`src/rtl/seq_shift_unit.sv`:
```
// Handshaked WIDTH-bit shift engine: load/rotate/logical/arithmetic shifts by a multi-bit amount.
// Define SEQ_SHIFT_FAST_EN to replace the one-bit-per-cycle engine with a single-cycle barrel shifter.
module seq_shift_unit #(
    parameter  int unsigned WIDTH   = 8,
    localparam int unsigned SHAMT_W = $clog2(WIDTH)
) (
    input  logic               clk,
    input  logic               reset,
    input  logic               cmd_valid,
    output logic               cmd_ready,
    input  logic [2:0]         cmd_op,
    input  logic [SHAMT_W-1:0] cmd_amt,
    input  logic [WIDTH-1:0]   cmd_data,
    output logic               res_valid,
    input  logic               res_ready,
    output logic [WIDTH-1:0]   res_data,
    output logic               res_shout,
    output logic               busy
);

    typedef enum logic [1:0] {
        IDLE  = 2'd0,
        SHIFT = 2'd1,
        DONE  = 2'd2
    } state_t;

    localparam logic [2:0] OP_LOAD = 3'b000;
    localparam logic [2:0] OP_ROL  = 3'b001;
    localparam logic [2:0] OP_SLL  = 3'b010;
    localparam logic [2:0] OP_SRL  = 3'b011;
    localparam logic [2:0] OP_SRA  = 3'b100;
    localparam logic [2:0] OP_ROR  = 3'b101;

    state_t               state, state_n;
    logic [WIDTH-1:0]     data, data_n;
    logic                 shout, shout_n;
    logic [SHAMT_W-1:0]   cnt, cnt_n;
    logic [2:0]           op, op_n;
    logic [WIDTH-1:0]     step_data;
    logic                 step_shout;
    logic                 is_shift;

    assign res_data  = data;
    assign res_shout = shout;
    assign is_shift  = (cmd_op >= OP_ROL) && (cmd_op <= OP_ROR);

    // One 1-bit step of the latched op on the current data register
    always_comb begin
        step_data  = data;
        step_shout = 1'b0;
        case (op)
            OP_ROL: begin
                step_data  = {data[WIDTH-2:0], data[WIDTH-1]};
                step_shout = data[WIDTH-1];
            end
            OP_SLL: begin
                step_data  = {data[WIDTH-2:0], 1'b0};
                step_shout = data[WIDTH-1];
            end
            OP_SRL: begin
                step_data  = {1'b0, data[WIDTH-1:1]};
                step_shout = data[0];
            end
            OP_SRA: begin
                step_data  = {data[WIDTH-1], data[WIDTH-1:1]};
                step_shout = data[0];
            end
            OP_ROR: begin
                step_data  = {data[0], data[WIDTH-1:1]};
                step_shout = data[0];
            end
            default: begin
                step_data  = data;
                step_shout = 1'b0;
            end
        endcase
    end

`ifdef SEQ_SHIFT_FAST_EN
    logic [WIDTH-1:0]   fast_data;
    logic               fast_shout;
    logic [2*WIDTH-1:0] dbl_l, dbl_r;
    logic [SHAMT_W-1:0] left_idx, right_idx;

    // Full-amount result in one cycle; shout is the last bit the iterative engine would drop
    always_comb begin
        dbl_l      = {data, data} << cmd_amt;
        dbl_r      = {data, data} >> cmd_amt;
        left_idx   = SHAMT_W'(WIDTH - 32'(cmd_amt));
        right_idx  = cmd_amt - SHAMT_W'(1);
        fast_data  = data;
        fast_shout = 1'b0;
        case (cmd_op)
            OP_ROL: begin
                fast_data  = dbl_l[2*WIDTH-1:WIDTH];
                fast_shout = data[left_idx];
            end
            OP_SLL: begin
                fast_data  = data << cmd_amt;
                fast_shout = data[left_idx];
            end
            OP_SRL: begin
                fast_data  = data >> cmd_amt;
                fast_shout = data[right_idx];
            end
            OP_SRA: begin
                fast_data  = WIDTH'($signed(data) >>> cmd_amt);
                fast_shout = data[right_idx];
            end
            OP_ROR: begin
                fast_data  = dbl_r[WIDTH-1:0];
                fast_shout = data[right_idx];
            end
            default: begin
                fast_data  = data;
                fast_shout = 1'b0;
            end
        endcase
    end
`endif

    // Next-state and datapath update
    always_comb begin
        state_n = state;
        data_n  = data;
        shout_n = shout;
        cnt_n   = cnt;
        op_n    = op;
        case (state)
            IDLE: begin
                if (cmd_valid) begin
                    shout_n = 1'b0;
                    state_n = DONE;
                    if (cmd_op == OP_LOAD) begin
                        data_n = cmd_data;
                    end else if (is_shift && (cmd_amt != '0)) begin
`ifdef SEQ_SHIFT_FAST_EN
                        data_n  = fast_data;
                        shout_n = fast_shout;
`else
                        op_n    = cmd_op;
                        cnt_n   = cmd_amt;
                        state_n = SHIFT;
`endif
                    end
                end
            end
            SHIFT: begin
                data_n  = step_data;
                shout_n = step_shout;
                cnt_n   = cnt - SHAMT_W'(1);
                if (cnt == SHAMT_W'(1)) begin
                    state_n = DONE;
                end
            end
            DONE: begin
                if (res_ready) begin
                    state_n = IDLE;
                end
            end
            default: begin
                state_n = IDLE;
            end
        endcase
    end

    // State, datapath and handshake flags; flags are registered from the next state
    always_ff @(posedge clk) begin
        if (reset) begin
            state     <= IDLE;
            data      <= '0;
            shout     <= 1'b0;
            cnt       <= '0;
            op        <= OP_LOAD;
            cmd_ready <= 1'b1;
            res_valid <= 1'b0;
            busy      <= 1'b0;
        end else begin
            state     <= state_n;
            data      <= data_n;
            shout     <= shout_n;
            cnt       <= cnt_n;
            op        <= op_n;
            cmd_ready <= (state_n == IDLE);
            res_valid <= (state_n == DONE);
            busy      <= (state_n != IDLE);
        end
    end

endmodule

```
`config.mk`:
```
export PLATFORM = sky130hd
export DESIGN_NAME = seq_shift_unit
export DESIGN_NICKNAME = d
export VERILOG_FILES = /design/src/rtl/seq_shift_unit.sv
export SDC_FILE = /design/constraint.sdc
export NUM_CORES = 1
export LEC_CHECK = 0
export BUFFER_PORTS_ARGS = -buffer_cell sky130_fd_sc_hd__buf_2
export CORE_ASPECT_RATIO = 0.7
export CORE_UTILIZATION = 30
export DETAILED_ROUTE_END_ITERATION = 10
export GPL_TIMING_DRIVEN = 0
export PLACE_DENSITY = 0.57
export SETUP_SLACK_MARGIN = 0.15
export SYNTH_ARGS = -nofsm -noshare
export SYNTH_HDL_FRONTEND = slang
export SYNTH_SLANG_ARGS = --single-unit
```
`constraint.sdc`:
```
create_clock -name clk -period 1.8 [get_ports clk]
set_clock_uncertainty 0.1 [all_clocks]
set_input_delay 0.27 -clock clk [delete_from_list [all_inputs] [get_ports clk]]
set_output_delay 0.27 -clock clk [all_outputs]
set_load 0.005 [all_outputs]
```
==> flow_summary.json, run 1 <==
{
  "status": "finished, final reports clean",
  "fp.dieH_um": 54.3,
  "yosys_warnings": 0,
  "gr-total-overflow": 0,
  "synth_area_leaders": "dfxtp_1 (34%), a31oi_1 (4.8%), nand3_1 (4.3%)",
  "power.leakage_uw": 0.000608,
  "synth_cells": 140,
  "cts_buffer_depth": 2,
  "post-route-period-util_pct": 89.9,
  "wl_um": 3310,
  "crit_arrival_ns": 1.70,
  "dr.pass1.iters": 4,
  "finalHoldViolations": 0,
  "die_w_um": 76.7,
  "cts_sinks": 20,
  "synth.cell_area_mm2": 0.00117,
  "first_global_vias": 1082,
  "vdd_drop_max_v": 0.000473,
  "tightestPinTransition_ns": 0.645,
  "gp_congestion": 0.781,
  "drc": 0,
  "maxCapViolations": 0,
  "ant_nets": 0,
  "clk_pin_slew_worst_paths_ns": 0.08,
  "hold_buffers": 0,
  "synth_top_area_cell": "dfxtp_1",
  "grt_setup_unrepaired": "yes",
  "postSynthAreaPerCell_um2": 8.37,
  "slew-limit-headroom_pct": 56.7,
  "report.power.total_uw": 1280,
  "dieArea_mm2": 0.00417,
  "clk-insertion-delay-late_ns": 0.27,
  "yosysMostFrequentCell": "dfxtp_1",
  "ff2ff_setup_slack_ns": 0.18,
  "dp_hpwl_um": 2400,
  "critical_path_peak_fanout": 10,
  "cts_tree": "built",
  "start_util_pct": 32.3,
  "synth_seq_cells": 20,
  "min_path_type": "input pin to flop",
  "synth-edff-count": 0,
  "synth-seq-area-share_pct": 34.2,
  "areaGrowthSynthToFinish_pct": 30.7,
  "antenna_found_initial": 0,
  "max_freq_mhz": 618,
  "finalCriticalPeriod_ns": 1.62,
  "core_mm2": 0.00363,
  "port_buffers": 29,
  "cp-end-kind": "flop",
  "crit_type": "flop to flop",
  "htreeDepth": 1,
  "cp-start-kind": "flop",
  "viasPerCell": 5.62,
  "synth_top_flop_cell": "dfxtp_1",
  "synth_cell_types": 44,
  "grt_pass1_wl_um": 5270,
  "n_fill_cell": 382,
  "fin_nets": 196,
  "synth_top_area_share_pct": 34.2,
  "timing.setup.tns_ns": 0,
  "ioPinCount": 30,
  "cts-buffers-inserted": 3,
  "synth-async-reset-ratio_pct": 0,
  "ys_top_cells_by_count": "dfxtp_1 (20), nand3_1 (10), a21oi_1 (9), a31oi_1 (9), o21ai_0 (9)",
  "vias": 1264,
  "critical_path_required_ns": 1.88,
  "rows": 18,
  "grt_max_degree": 13,
  "whs_ns": 0.174,
  "root_buffer": "clkbuf_8",
  "synth_fp_nets": 160,
  "grt_use_total_pct": 16.6,
  "detail_route.wl_per_cell_um": 14.7,
  "drive_gt1_share_pct": 32.6,
  "finalSetupViolCount": 0,
  "drv_slew": 0,
  "antenna_cells": 0,
  "power.density_mw_per_mm2": 835,
  "drtIter0Drc": 63
}
critical path, cell delays in order (launching register included):
cell and delay [ns]:
dfxtp_2 0.37, nor4_1 0.22, nand2b_1 0.09, buf_4 0.18, and2_4 0.14, buf_6 0.13
o41ai_2 0.29
flip-flops by register name, indices dropped and copies added, names as in the netlist:
register / count
res_shout: 1
busy: 1
cnt: 3
res_data: 8
cmd_ready: 1
op: 3
res_valid: 1
state: 2
power breakdown:
part           total, uW  switching, uW  internal, uW
Sequential           517           34.8           482
Combinational        303            166           137
Clock                460            163           297
cells by family (layout without fill, tap and decap cells):
family | count (synthesis) | in the layout | synth area share [%]
AOI/OAI and AO/OA | 59 | 59 | 36.5
xor gates and xnor gates | 1 | 1 | 0.747
adders and majority gates | 2 | 2 | 2.13
buffers and inverters | 18 | 53 | 6.94
DFF | 20 | 20 | 34.2
muxes | 1 | 1 | 0.854
and+or+nand+nor | 39 | 39 | 18.7
routing by layer:
layer  routed length (um)  part of all wire (%)  global-route usage [%]
met1                 1610                    49                    22.5
met2                 1440                    43                    26.5
met3                  238                   7.2                    4.33
met4                   28                  0.85                    3.85
met5                    0                     0                       0
stage by stage:
| step | utilization (%) | worst slack (ns) | cell area [um2] | instances |
|---|---|---|---|---|
| after floorplan | - | 0.245 | 1170 | 140 |
| after global placement | 38.1 | 0.0400 | 1380 | 219 |
| after detailed placement | 38.1 | 0.0297 | 1380 | 219 |
| after CTS | 40.9 | 0.153 | 1480 | 223 |
| after global routing | 42.3 | 0.117 | 1530 | 225 |
| final | 42.3 | 0.182 | 1530 | 225 |
cell usage in the layout, fill, tap and decap left out, types with 3 or more instances in the layout:
| cell type | synthesis | final |
|---|---|---|
| a21boi_1 | 1 | 4 |
| a21oi_1 | 9 | 9 |
| a31oi_1 | 9 | 9 |
| buf_2 | 5 | 29 |
| buf_4 | 0 | 5 |
| clkbuf_4 | 0 | 4 |
| clkbuf_8 | 0 | 3 |
| dfxtp_1 | 20 | 17 |
| dfxtp_2 | 0 | 3 |
| inv_1 | 8 | 8 |
| nand2_1 | 4 | 3 |
| nand3_1 | 10 | 10 |
| nand4_1 | 6 | 6 |
| nor3_1 | 3 | 3 |
| o21ai_0 | 9 | 9 |
| o31ai_1 | 5 | 3 |
cell type report:
type | instances | area, um2 | share of cell area (%)
buffer | 10 | 71.3 | 4.65
tap | 50 | 62.6 | 4.08
timing repair buffer | 31 | 160 | 10.4
inverter | 8 | 30.0 | 1.96
sequential | 20 | 404 | 26.4
clock buffer | 3 | 41.3 | 2.69
clock inverter | 1 | 30.0 | 1.96
multi-input combinational | 102 | 733 | 47.8
timing repair:
action,in CTS,in global routing
setup endpoints to repair,16,13
setup buffers,0,2
pin swaps,2,7
gates resized for setup,9,18
path summary, 6_finish.rpt:
check             start           to  cells past startpoint
min          cmd_amt[1]       cnt[1]                      2
max            state[0]  res_data[5]                      6
min reg2reg   res_shout    res_shout                      2
max reg2reg    state[0]  res_data[5]                      6
Note: power is estimated with default switching activity, not from simulation.
==> run 2, diff against run 1 <==
--- a/config.mk
+++ b/config.mk
@@ -6,11 +6,13 @@
 export NUM_CORES = 1
 export LEC_CHECK = 0
 export BUFFER_PORTS_ARGS = -buffer_cell sky130_fd_sc_hd__buf_2
-export CORE_ASPECT_RATIO = 0.7
-export CORE_UTILIZATION = 30
+export CELL_PAD_IN_SITES_DETAIL_PLACEMENT = 1
+export CELL_PAD_IN_SITES_GLOBAL_PLACEMENT = 1
+export CORE_ASPECT_RATIO = 1.5
+export CORE_UTILIZATION = 38
 export DETAILED_ROUTE_END_ITERATION = 10
 export GPL_TIMING_DRIVEN = 0
-export PLACE_DENSITY = 0.57
+export PLACE_DENSITY = 0.85
 export SETUP_SLACK_MARGIN = 0.15
 export SYNTH_ARGS = -nofsm -noshare
 export SYNTH_HDL_FRONTEND = slang
==> run 2 against run 1 <==
  * Count of clock-buffer cells in the layout up 1
  * Critical endpoint unchanged
  * Combinational power about the same
  * Critical path depth unchanged
  * Sequential power about the same
  * Non-clock buffer count decreased by 2
  * Global-route usage up 5.6 points
  * Cell area fell by 2.4%
  * Routed wire length increased by 9.9%
==> flow_summary.json, run 2 (synthesized netlist as in run 1, its figures left out) <==
{
  "status": "finished, final reports clean",
  "maxCapViolations": 0,
  "fin_nets": 194,
  "power.density_mw_per_mm2": 788,
  "core_mm2": 0.00291,
  "ioPinCount": 30,
  "stdcell_count": 212,
  "ant_nets": 0,
  "cts_sinks": 20,
  "gr-total-overflow": 0,
  "grt_max_degree": 12,
  "ff2ff_setup_slack_ns": 0.20,
  "drv_slew": 0,
  "detail_route.wl_per_cell_um": 17.2,
  "dp_hpwl_um": 2650,
  "crit_type": "flop to flop",
  "tightestPinTransition_ns": 0.532,
  "finalCriticalPeriod_ns": 1.60,
  "grt_use_total_pct": 22.1,
  "critical_path_peak_fanout": 10,
  "root_buffer": "clkbuf_8",
  "post-route-period-util_pct": 88.7,
  "dpl_cell_area_mm2": 0.00137,
  "crit_arrival_ns": 1.67,
  "finalSetupViolCount": 0,
  "finalHoldViolations": 0,
  "cts-buffers-inserted": 3,
  "port_buffers": 29,
  "min_to": "res_data[5]",
  "mostFrequentLayoutCells": "buf_2 (30), dfxtp_1 (15), nand3_1 (10)",
  "cp-start-kind": "flop",
  "cp-end-kind": "flop",
  "vias": 1261,
  "clk-insertion-delay-late_ns": 0.26,
  "reg2reg_to": "res_data[5]",
  "areaGrowthSynthToFinish_pct": 27.6,
  "htreeDepth": 1,
  "largest_register_ffs": 8,
  "antenna_cells": 0,
  "report.power.total_uw": 1180,
  "cts_tree": "built",
  "max_freq_mhz": 627,
  "seqCellArea_um2": 409,
  "fin_area_mm2": 0.00150,
  "r2r_cells": 6,
  "timing.setup.tns_ns": 0,
  "clk_pin_slew_worst_paths_ns": 0.08,
  "postCtsSetupBuffers": 0,
  "cts_buffer_depth": 2,
  "viasPerCell": 5.95,
  "fp.dieH_um": 70.0,
  "critical_path_required_ns": 1.87,
  "first_global_vias": 1270,
  "n_fill_cell": 387,
  "vdd_drop_max_v": 0.000392,
  "wl_um": 3640,
  "grt_setup_unrepaired": "yes",
  "r2r_start": "state[1]",
  "die_w_um": 47.4,
  "slew-limit-headroom_pct": 64.3,
  "whs_ns": 0.182,
  "drtIter0Drc": 15,
  "power.leakage_uw": 0.000593,
  "dr.pass1.iters": 4,
  "drc": 0,
  "min_path_type": "input pin to flop",
  "dp.cells": 208,
  "whs_path_depth": 2,
  "hold_start": "reset",
  "drive_gt1_share_pct": 33.5,
  "rows": 24,
  "multi_input_area_um2": 738,
  "final_common_cell": "buf_2",
  "dieArea_mm2": 0.00332,
  "gp_congestion": 0.883,
  "antenna_found_initial": 0,
  "grt_pass1_wl_um": 5460,
  "start_util_pct": 40.2
}
==> run 2: cell count changes in the layout (fill, tap and decap cells not counted), sizes merged <==
cell / before / now
clkbuf: 9 / 8
bufinv: 1 / 0
==> run 2: layer usage <==
metal  up-vias  GRT usage, %  wire (um)
li1        609             -          -
met1       620          23.2       1480
met2        28          41.4       2030
met3         4          2.58         90
met4         0          7.30         36
met5         -             0          0
==> run 2: report_power, final <==
part / internal [uW] / total [uW] / leakage, uW / switching (uW)
clock: 195 / 356 / 0.0000288 / 161
combinational: 133 / 304 / 0.000398 / 171
sequential: 482 / 518 / 0.000166 / 36.0
==> run 2: critical path: stages, from the launching register on <==
cell      delay (ns)
dfxtp_2         0.35
nand2b_4        0.17
nand2b_1        0.15
buf_4           0.18
and2_4          0.14
buf_6           0.13
o41ai_2         0.29
==> run 2: timing repair <==
action	in CTS	in global routing
gates resized for setup	8	19
hold buffers	0	0
pin swaps	2	2
setup endpoints to repair	15	13
==> run 2: worst max-delay path by stage <==
stage	start	endpoint	slack [ns]	depth (start not counted)
global route	state[1]	res_data[5]	0.14	6
floorplan	state[1]	res_data[5]	0.24	5
CTS	op[1]	res_data[5]	0.16	5
finish	state[1]	res_data[5]	0.20	6
global placement	state[0]	res_data[7]	0.02	5
detailed placement	state[0]	res_data[4]	0.02	5
==> run 2: layout make-up <==
class	instances	share of cell area, %
buffer	10	4.68
tap	39	3.26
clock buffer	4	3.68
timing repair buffer	29	9.70
sequential	20	27.3
inverter	8	2.01
multi-input combinational	102	49.3
==> run 2: through the flow <==
stage	setup slack, ns	utilization (%)
finish	0.204	51.4
global route	0.143	51.4
CTS	0.157	49.4
detailed placement	0.0174	46.9
global placement	0.0239	46.9
floorplan	0.245	-
